==> src/rtl/acp_pkg.sv <==
// Shared FSM state type, default constants and period clamp for the ACP/ARP generator.
package acp_pkg;

    typedef enum logic [1:0] {
        IDLE  = 2'd0,
        RUN   = 2'd1,
        DRAIN = 2'd2
    } acp_state_e;

    localparam int unsigned ACP_DIV_DEFAULT  = 32'd585938;
    localparam int unsigned ACP_PULSE_CYCLES = 32'd100;
    localparam int unsigned CLAMP_W          = 32'd64;

    // Raise any period too short to leave at least one low cycle after the pulse.
    function automatic logic [CLAMP_W-1:0] clamp_period(
        input logic [CLAMP_W-1:0] value,
        input logic [CLAMP_W-1:0] min_value
    );
        if (value < min_value) begin
            return min_value;
        end else begin
            return value;
        end
    endfunction

endpackage

==> src/rtl/acp_period_counter.sv <==
// Shadow/active ACP period registers and the period counter that flags each boundary cycle.
module acp_period_counter
    import acp_pkg::*;
#(
    parameter int unsigned DIV_W        = 32,
    parameter int unsigned DIV_DEFAULT  = ACP_DIV_DEFAULT,
    parameter int unsigned PULSE_CYCLES = ACP_PULSE_CYCLES
) (
    input  logic             clk_i,
    input  logic             rst_i,
    input  logic             start_i,
    input  logic             run_i,
    input  logic             load_i,
    input  logic [DIV_W-1:0] value_i,
    output logic             boundary_o
);

    localparam logic [CLAMP_W-1:0] MIN_PERIOD   = CLAMP_W'(PULSE_CYCLES) + 64'd1;
    localparam logic [DIV_W-1:0]   RESET_PERIOD = DIV_W'(DIV_DEFAULT);

    logic [DIV_W-1:0] shadow_q, shadow_d;
    logic [DIV_W-1:0] active_q, active_d;
    logic [DIV_W-1:0] count_q, count_d;
    logic             boundary_s;

    assign boundary_s = run_i && (count_q == (active_q - DIV_W'(1'b1)));
    assign boundary_o = boundary_s;

    // A load in the boundary cycle is forwarded straight into the next active period.
    always_comb begin
        shadow_d = shadow_q;
        active_d = active_q;
        count_d  = count_q;
        if (load_i) begin
            shadow_d = DIV_W'(clamp_period(CLAMP_W'(value_i), MIN_PERIOD));
        end else begin
            shadow_d = shadow_q;
        end
        if (start_i || boundary_s) begin
            active_d = shadow_d;
            count_d  = {DIV_W{1'b0}};
        end else if (run_i) begin
            active_d = active_q;
            count_d  = count_q + DIV_W'(1'b1);
        end else begin
            active_d = active_q;
            count_d  = count_q;
        end
    end

    // Period state registers.
    always_ff @(posedge clk_i or posedge rst_i) begin
        if (rst_i) begin
            shadow_q <= RESET_PERIOD;
            active_q <= RESET_PERIOD;
            count_q  <= {DIV_W{1'b0}};
        end else begin
            shadow_q <= shadow_d;
            active_q <= active_d;
            count_q  <= count_d;
        end
    end

endmodule

==> src/rtl/acp_arp_generator.sv <==
// Radar ACP/ARP generator: run/drain FSM, pulse stretcher, azimuth index and revolution count.
// Optional azimuth preset ports are enabled by defining ACP_AZ_PRESET_EN.
module acp_arp_generator
    import acp_pkg::*;
#(
    parameter int unsigned DIV_W        = 32,
    parameter int unsigned DIV_DEFAULT  = ACP_DIV_DEFAULT,
    parameter int unsigned ACP_PER_REV  = 4096,
    parameter int unsigned AZ_W         = 12,
    parameter int unsigned PULSE_CYCLES = ACP_PULSE_CYCLES,
    parameter int unsigned REV_W        = 16
) (
    input  logic             IN_CLK,
    input  logic             RST,
    input  logic             EN,
    input  logic             DIV_LOAD,
    input  logic [DIV_W-1:0] DIV_VALUE,
`ifdef ACP_AZ_PRESET_EN
    input  logic             AZ_PRESET_LOAD,
    input  logic [AZ_W-1:0]  AZ_PRESET,
`endif
    output logic             RADAR_ACP,
    output logic             RADAR_ARP,
    output logic [AZ_W-1:0]  AZIMUTH,
    output logic [REV_W-1:0] REV_COUNT,
    output logic             RUNNING
);

    localparam int unsigned     PCNT_W    = (PULSE_CYCLES > 1) ? $clog2(PULSE_CYCLES) : 1;
    localparam logic [PCNT_W-1:0] PCNT_LAST = PCNT_W'(PULSE_CYCLES - 1);
    localparam logic [AZ_W-1:0]   AZ_LAST   = AZ_W'(ACP_PER_REV - 1);
    localparam logic [AZ_W-1:0]   AZ_ZERO   = {AZ_W{1'b0}};

    acp_state_e        state_q, state_d;
    logic              acp_q, acp_d;
    logic              arp_q, arp_d;
    logic              running_q, running_d;
    logic              first_q, first_d;
    logic [PCNT_W-1:0] pcnt_q, pcnt_d;
    logic [AZ_W-1:0]   az_q, az_d, az_inc_s;
    logic [REV_W-1:0]  rev_q, rev_d;
    logic              start_s, run_s, boundary_s;

    assign start_s  = (state_q == IDLE) && EN;
    assign run_s    = (state_q == RUN);
    assign az_inc_s = (az_q == AZ_LAST) ? AZ_ZERO : (az_q + AZ_W'(1'b1));

`ifdef ACP_AZ_PRESET_EN
    logic            preset_s;
    logic [AZ_W-1:0] preset_mod_s, preset_prev_s;
    assign preset_s      = (state_q == IDLE) && AZ_PRESET_LOAD;
    assign preset_mod_s  = AZ_W'(32'(AZ_PRESET) % ACP_PER_REV);
    assign preset_prev_s = (preset_mod_s == AZ_ZERO) ? AZ_LAST : (preset_mod_s - AZ_W'(1'b1));
`endif

    acp_period_counter #(
        .DIV_W       (DIV_W),
        .DIV_DEFAULT (DIV_DEFAULT),
        .PULSE_CYCLES(PULSE_CYCLES)
    ) u_period (
        .clk_i     (IN_CLK),
        .rst_i     (RST),
        .start_i   (start_s),
        .run_i     (run_s),
        .load_i    (DIV_LOAD),
        .value_i   (DIV_VALUE),
        .boundary_o(boundary_s)
    );

    // Next-state logic for pulse stretcher, azimuth/revolution tracking and run FSM.
    always_comb begin
        acp_d   = acp_q;
        arp_d   = arp_q;
        pcnt_d  = pcnt_q;
        az_d    = az_q;
        rev_d   = rev_q;
        first_d = first_q;
        state_d = state_q;

        if (boundary_s) begin
            acp_d  = 1'b1;
            arp_d  = (az_inc_s == AZ_ZERO);
            pcnt_d = {PCNT_W{1'b0}};
        end else if (acp_q && (pcnt_q == PCNT_LAST)) begin
            acp_d  = 1'b0;
            arp_d  = 1'b0;
            pcnt_d = {PCNT_W{1'b0}};
        end else if (acp_q) begin
            acp_d  = 1'b1;
            arp_d  = arp_q;
            pcnt_d = pcnt_q + PCNT_W'(1'b1);
        end else begin
            acp_d  = 1'b0;
            arp_d  = 1'b0;
            pcnt_d = pcnt_q;
        end

        // The first azimuth-0 pulse after reset opens revolution 0 rather than completing one.
        if (boundary_s) begin
            az_d = az_inc_s;
            if ((az_inc_s == AZ_ZERO) && first_q) begin
                first_d = 1'b0;
                rev_d   = rev_q;
            end else if (az_inc_s == AZ_ZERO) begin
                first_d = first_q;
                rev_d   = rev_q + REV_W'(1'b1);
            end else begin
                first_d = first_q;
                rev_d   = rev_q;
            end
        end
`ifdef ACP_AZ_PRESET_EN
        else if (preset_s) begin
            az_d = preset_prev_s;
        end
`endif
        else begin
            az_d = az_q;
        end

        case (state_q)
            IDLE: begin
                if (EN) state_d = RUN;
                else    state_d = IDLE;
            end
            RUN: begin
                if (EN)         state_d = RUN;
                else if (acp_d) state_d = DRAIN;
                else            state_d = IDLE;
            end
            DRAIN: begin
                if (acp_d) state_d = DRAIN;
                else       state_d = IDLE;
            end
            default: state_d = IDLE;
        endcase

        running_d = (state_d != IDLE);
    end

    // FSM and registered outputs.
    always_ff @(posedge IN_CLK or posedge RST) begin
        if (RST) begin
            state_q   <= IDLE;
            acp_q     <= 1'b0;
            arp_q     <= 1'b0;
            pcnt_q    <= {PCNT_W{1'b0}};
            az_q      <= AZ_LAST;
            rev_q     <= {REV_W{1'b0}};
            first_q   <= 1'b1;
            running_q <= 1'b0;
        end else begin
            state_q   <= state_d;
            acp_q     <= acp_d;
            arp_q     <= arp_d;
            pcnt_q    <= pcnt_d;
            az_q      <= az_d;
            rev_q     <= rev_d;
            first_q   <= first_d;
            running_q <= running_d;
        end
    end

    assign RADAR_ACP = acp_q;
    assign RADAR_ARP = arp_q;
    assign AZIMUTH   = az_q;
    assign REV_COUNT = rev_q;
    assign RUNNING   = running_q;

endmodule
==> config.mk <==
export PLATFORM = sky130hd
export DESIGN_NAME = acp_arp_generator
export DESIGN_NICKNAME = d
export VERILOG_FILES = /design/src/rtl/acp_pkg.sv /design/src/rtl/acp_period_counter.sv /design/src/rtl/acp_arp_generator.sv
export SDC_FILE = /design/constraint.sdc
export NUM_CORES = 1
export LEC_CHECK = 0
export ABC_AREA = 1
export CORE_UTILIZATION = 55
export DETAILED_ROUTE_END_ITERATION = 12
export PLACE_DENSITY = 0.76
export SYNTH_ARGS = -nofsm -noshare
export SYNTH_HDL_FRONTEND = slang
export SYNTH_HIERARCHICAL = 1
export SYNTH_SLANG_ARGS = --single-unit
==> constraint.sdc <==
create_clock -name IN_CLK -period 3.96 [get_ports IN_CLK]
set_input_delay 0.594 -clock IN_CLK [delete_from_list [all_inputs] [get_ports IN_CLK]]
set_output_delay 0.594 -clock IN_CLK [all_outputs]
set_load 0.01 [all_outputs]
# Yosys cells after proc, flatten, opt, wreduce, memory -nomap -nowiden
# Index checks and enable logic that the tools add are counted.
# word_totals
elab_cells,54
input_bits,36
register_bits,137
latch_bits,0
out_inout_bits,31
n_memories,0
romBits,0
mem_bits_rw,0
# op_classes
eq_ne,6
add_sub_neg,5
n_div,0
n_mux,18
order_cmp,1
n_shift,0
n_mul,0
reduce_logical,12
bitwise,1
# op_table
cell,n
two-way mux 32 bit,4
adder 32 x 1 -> 32 bit (second input constant),1
equality test 32 bit,1
< comparator 32 x 7 -> 1 bit (second input constant),1
subtractor 32 x 1 -> 32 bit (second input constant),1
two-way mux 7 bit,3
adder 16 x 1 -> 16 bit (second input constant),1
adder 12 x 1 -> 12 bit (second input constant),1
equality test 12 bit (second input constant),1
logical NOT 12 bit,1
two-way mux 12 bit,1
adder 7 x 1 -> 7 bit (second input constant),1
equality test 7 bit (second input constant),1
two-way mux 1 bit,7
one-hot mux 2 bit (3 select lines),1
logical AND 1 bit,4
two-way mux 2 bit,2
nonzero test 2 bit,2
!= test 3 x 1 -> 1 bit (second input constant),1
AND reduction 3 bit,1
nonzero test 3 bit,1
equality test 2 x 1 -> 1 bit (second input constant),1
equality test 2 bit (second input constant),1
logical NOT 2 bit,1
3 further kinds,3

# Logic depth before layout (Yosys ltp)
# logic_depth
depth_word,8
depth_mapped,18
mapped_depth_nobuf,17

# Modules after synthesis
# The synthesis kept the hierarchy.
# modules_own_cells
module,area_per_inst_um2,seq_area_each_um2,instances,cells_each
acp_period_counter,5965.7,2424.8,1,800
acp_arp_generator,2524.9,1042.2,1,306

# Worst setup path before layout
# OpenSTA, ideal clock, no wires.
# synth_timing
kind,register -> register
from,reg u_period.active_q[0]
to,reg pcnt_q[0]
path_slack_ps,1501
t_arrival_ps,2332
setup_time_ps,127
stages_incl_launch_ff,16
required_ps,3833
n_path_buf,1
period_less_slack_ps,2459
path_cell_list,dfrtp_1 > inv_1 > ha_1 > nand2_1 > nor2_1 > nand3_1 > nand3_1 > o211ai_1 > nand3b_1 > nor2_1 > nand4_1 > nor2_1 > buf_2 > nor2_1 > inv_1 > o21ai_0
# synth_via
elab_chain_len,4
word_cells_on_any_way,5
cone_classes,add/sub (1); eq/ne (1); mux (1); reduce/logical (2)
# synth_lines
item,line,text
"start, declared",acp_period_counter.sv:22,"logic [DIV_W-1:0] active_q, active_d;"
"start signal, assigned",acp_period_counter.sv:59,active_q <= active_d;
subtractor 32 x 1 -> 32 bit *,acp_period_counter.sv:26,assign boundary_s = run_i && (count_q == (active_q - DIV_W'(1'b1)));
equality test 32 bit *,acp_period_counter.sv:26,
logical AND 1 bit *,acp_period_counter.sv:26,
via boundary_s,acp_arp_generator.sv:42,"logic start_s, run_s, boundary_s;"
nonzero test 3 bit (no line) / two-way mux 7 bit (equally long branches),n/a,
"end signal, assigned",acp_arp_generator.sv:147,pcnt_q <= {PCNT_W{1'b0}};
"end signal, assigned",acp_arp_generator.sv:156,pcnt_q <= pcnt_d;
"end, declared",acp_arp_generator.sv:39,"logic [PCNT_W-1:0] pcnt_q, pcnt_d;"
# Mark *: on every way through the listed nets, which the timed path passes. The rest lies on a longest branch.
# A chain may end at the register's enable or synchronous reset.

# Worst setup path after layout
# layout_timing
from,reg u_period.active_q[0]
to,reg rev_q[12] (netlist: REV_COUNT[12])
# layout_via
elab_chain_len,4
# layout_lines
item,line,text
subtractor 32 x 1 -> 32 bit,acp_period_counter.sv:26,
equality test 32 bit,acp_period_counter.sv:26,
logical AND 1 bit,acp_period_counter.sv:26,
via boundary_s,acp_arp_generator.sv:42,
AND reduction 3 bit (no line),n/a,
"end signal, assigned",acp_arp_generator.sv:149,rev_q <= {REV_W{1'b0}};
"end signal, assigned",acp_arp_generator.sv:158,rev_q <= rev_d;
"end, declared",acp_arp_generator.sv:41,"logic [REV_W-1:0] rev_q, rev_d;"
# The timed path passes the listed nets, and every way through them passes these cells.

==> key figures <==
Status
  • Status: finished clean

Clock tree
  • Clk sink count: 137
  • Bufs on Longest Clock Path: 2
  • Post-cts resize count: 0
  • Hold-fix buffers, CTS: 0
  • TritonCTS clock tree: done
  • Clk Latency, worst-skew pair: roughly 0.42 ns
  • Reg clk slew, reported paths: ~0.060 ns
  • CTS HTree Levels: 4
  • Post-CTS Setup Repair Bufs: 0
  • Root Buffer: clkbuf_16
  • Inserted Clock Buffers: 17

Logic synthesis
  • Area fraction in compound gates after synthesis: 3.728%
  • Share of flip-flops with an asynchronous set or reset: between 90% and 100%
  • Xor/xnor share of the synthesized area: just under 8%
  • Synth Net Count: roughly 1100
  • Synth Area per Inst: 7.677 sq um
  • Synth area leader: dfrtp_1
  • Post-synth EDFFs: 0
  • Main synth FF type: dfrtp_1
  • FF+latch count, synth: ~140
  • Mapped Area: about 8500 sq um
  • Cell with the most instances after synthesis: nand2_1
  • Synth top area cells: dfrtp_1 (31%), nand2_1 (13%), dfstp_2 (9.6%), nor2_1 (6.5%), xor2_1 (6.1%)
  • Netlist cell types: between 40 and 50
  • Sequential area share after synthesis: between 40 and 50%
  • Multiplexer area fraction after synthesis: between 3 and 4%
  • Yosys warnings: 6
  • Synth top cells by count: nand2_1 (300), nor2_1 (147), inv_1 (114), dfrtp_1 (106), nand3_1 (95)
  • Cells after synthesis: 1106
  • Largest family of logic cells by synthesized area: simple AND/OR/NAND/NOR gates
  • Yosys top cell area share: between 30% and 40%
  • Simple-Gate Fraction of Synth Area: 35.96%
  • Area share of fa/ha/maj cells after synthesis: less than 1%

Setup path
  • Setup CP Type: register to register
  • Critical-path maximum fanout: 21
  • CP endpoint kind: register
  • Crit path DAT: 3.28 ns
  • Critical Path Start: u_period/active_q[0]$_DFFE_PP0P_
  • FF-to-FF Start: u_period/active_q[0]$_DFFE_PP0P_
  • Reg2reg path depth: 14
  • Req. time, crit path: 4.26 ns
  • CP startpoint kind: register

Timing
  • RSZ-0062 raised after global routing: no
  • Fmax: 335.3 MHz
  • Final setup violating endpoints: 0
  • Final worst path period need: 2.982 ns
  • Final Hold Vio Count: 0
  • Max-slew headroom: roughly 56%
  • Worst Tran Pin Value: ~0.65 ns
  • Total negative slack: 0 ns
  • Tcrit/Tclk final: 75.31%
  • Number of max-slew violations in the final report: 0
  • Clock skew: approximately 0.008 ns

Floorplanning
  • Core ar.: 15150 sq um
  • Die Y: approximately 130 um
  • Row cnt: 45
  • Die extent in x: between 100 and 150 um
  • Number of top-level pins: 67
  • Initial core utilization: between 50% and 60%
  • DIE AREA: about 16000 sq um

Global routing
  • Vias in the first global route: approximately 7200
  • First-pass GRT wire length: about 34000 um
  • Largest net degree at the start of global routing: between 50 and 60
  • Overflow after GRT: 0
  • Initial antenna violation count: 0
  • Total GRT Usage: 27.20%

Place
  • HPWL Detailed: ~15000 um
  • Inst Count DP: between 1000 and 1500
  • RePlAce Congestion: 0.9992
  • Port Buf Inserts: 66

Drt
  • Via/cell ratio: between 5 and 6
  • Total number of vias: 7400
  • Starting DRT DRC Count: slightly below 500
  • WL met1: between 9000 and 10000 um
  • DR top layer: met4
  • Drt first pass iters: 5
  • Drt drc: 0
  • Post-Route WL: 20410 um
  • DR WL/cell: around 15 um
  • Met3 Wirelength: a little over 800 um
  • Post-route antenna net violation count: 0
  • Met2 routed wirelength: 9816 um

Layout
  • Nets: roughly 1200
  • Ant diodes: 0
  • Finished Layout Cells: ~1400
  • Layout cell share with drive strength beyond 1: between 10 and 15%
  • Area delta synth->final: 16.15%

Flow run
  • Max Cap Violations: 0

Min path
  • Hold Path Stages: 2
  • Worst Hold Launch: first_q$_DFFE_PP1P_
  • Worst Hold Class: register to register

Power and ir drop
  • Peak supply drop: roughly 0.00039 V
  • Pleak: around 4.6 nW
  • PD cells: between 400 and 500 nW/um^2
per-layer routing:
layer,vias to the layer above,track usage [%]
li1,3672,-
met1,3502,35.42
met2,193,45.40
met3,33,4.418
met4,0,10.77
met5,-,0
cell families after synthesis:
kind of cell,Yosys count
mux,26
xor+xnor,77
simple gates,662
compound gates,54
flops,137
fa+ha+maj,5
buf+inv,145
through the flow:
step	cell area, sq um	setup WS, ns	hold WS [ns]	power, W	util (%)
3_3_place_gp	9290	1.130	0.4455	0.002541	61.34
5_1_grt	9862	0.6457	0.4728	0.004283	65.11
3_5_place_dp	9290	1.053	0.4492	0.002562	61.34
2_1_floorplan	8491	0.8904	0.4331	0.002315	-
6_report	9862	0.9775	0.4554	0.004073	65.11
4_1_cts	9862	1.025	0.4588	0.004096	65.11
worst paths after layout:
| check | slack [ns] | endpoint |
|---|---|---|
| max | 0.98 | REV_COUNT[12]$_DFFE_PP0P_ |
| min | 0.46 | first_q$_DFFE_PP1P_ |
| max reg2reg | 0.98 | REV_COUNT[12]$_DFFE_PP0P_ |
| min reg2reg | 0.46 | first_q$_DFFE_PP1P_ |
| max in group asynchronous | 2.45 | u_period/shadow_q[19]$_DFF_PP1_ |
| min in group asynchronous | 0.66 | RADAR_ARP$_DFFE_PP0P_ |
cells in the final DEF, fill, tap and decap left out, drive strengths merged, types with 6 or more instances in the layout:
cell type      netlist  routed
buf                 16       9
clkbuf              10      20
clkdlybuf4s50        0      66
dfrtp              106     106
dfstp               31      31
inv                117     120
mux2                25      25
nand2              316     316
nand3              103     103
nand4               42      42
nor2               169     169
nor3                19      19
o21ai               28      28
o21bai               6       6
o22ai                7       7
xnor2               18      18
xor2                59      59
report_power, final:
part           total [W]  internal (W)  switching (W)
logic           0.000850      0.000323       0.000527
registers        0.00170       0.00155       0.000159
clock network    0.00152      0.000902       0.000618
total            0.00407       0.00277        0.00130
sequential cells by signal, indices dropped and copies added (netlist names):
name,flops
u_period/active_q,32
u_period/shadow_q,32
REV_COUNT,16
u_period/count_q,32
pcnt_q,7
RADAR_ARP,1
AZIMUTH,12
RADAR_ACP,1
first_q,1
RUNNING,1
state_q,2
critical path: stages (launching register included):
cell and delay (ns):
dfrtp_1 0.41, inv_1 0.12, ha_1 0.31, nand2_4 0.13, nor2_8 0.18, nand2_2 0.12
o21ai_1 0.24, o211ai_1 0.13, nor2_1 0.13, nand4_1 0.13, nor2_1 0.14, buf_4 0.30
nand4_4 0.30, nand2_1 0.14, nand2_1 0.06
layout make-up:
class / count / area (sq um)
timing repair buffer: 75 / 740.7
fill: 1286 / 5284
inverter: 119 / 449.2
sequential: 137 / 3467
clock inverter: 12 / 115.1
tap: 188 / 235.2
clock buffer: 20 / 456.7
multi-input combinational: 824 / 4398
(Power assumes the default switching activity.)
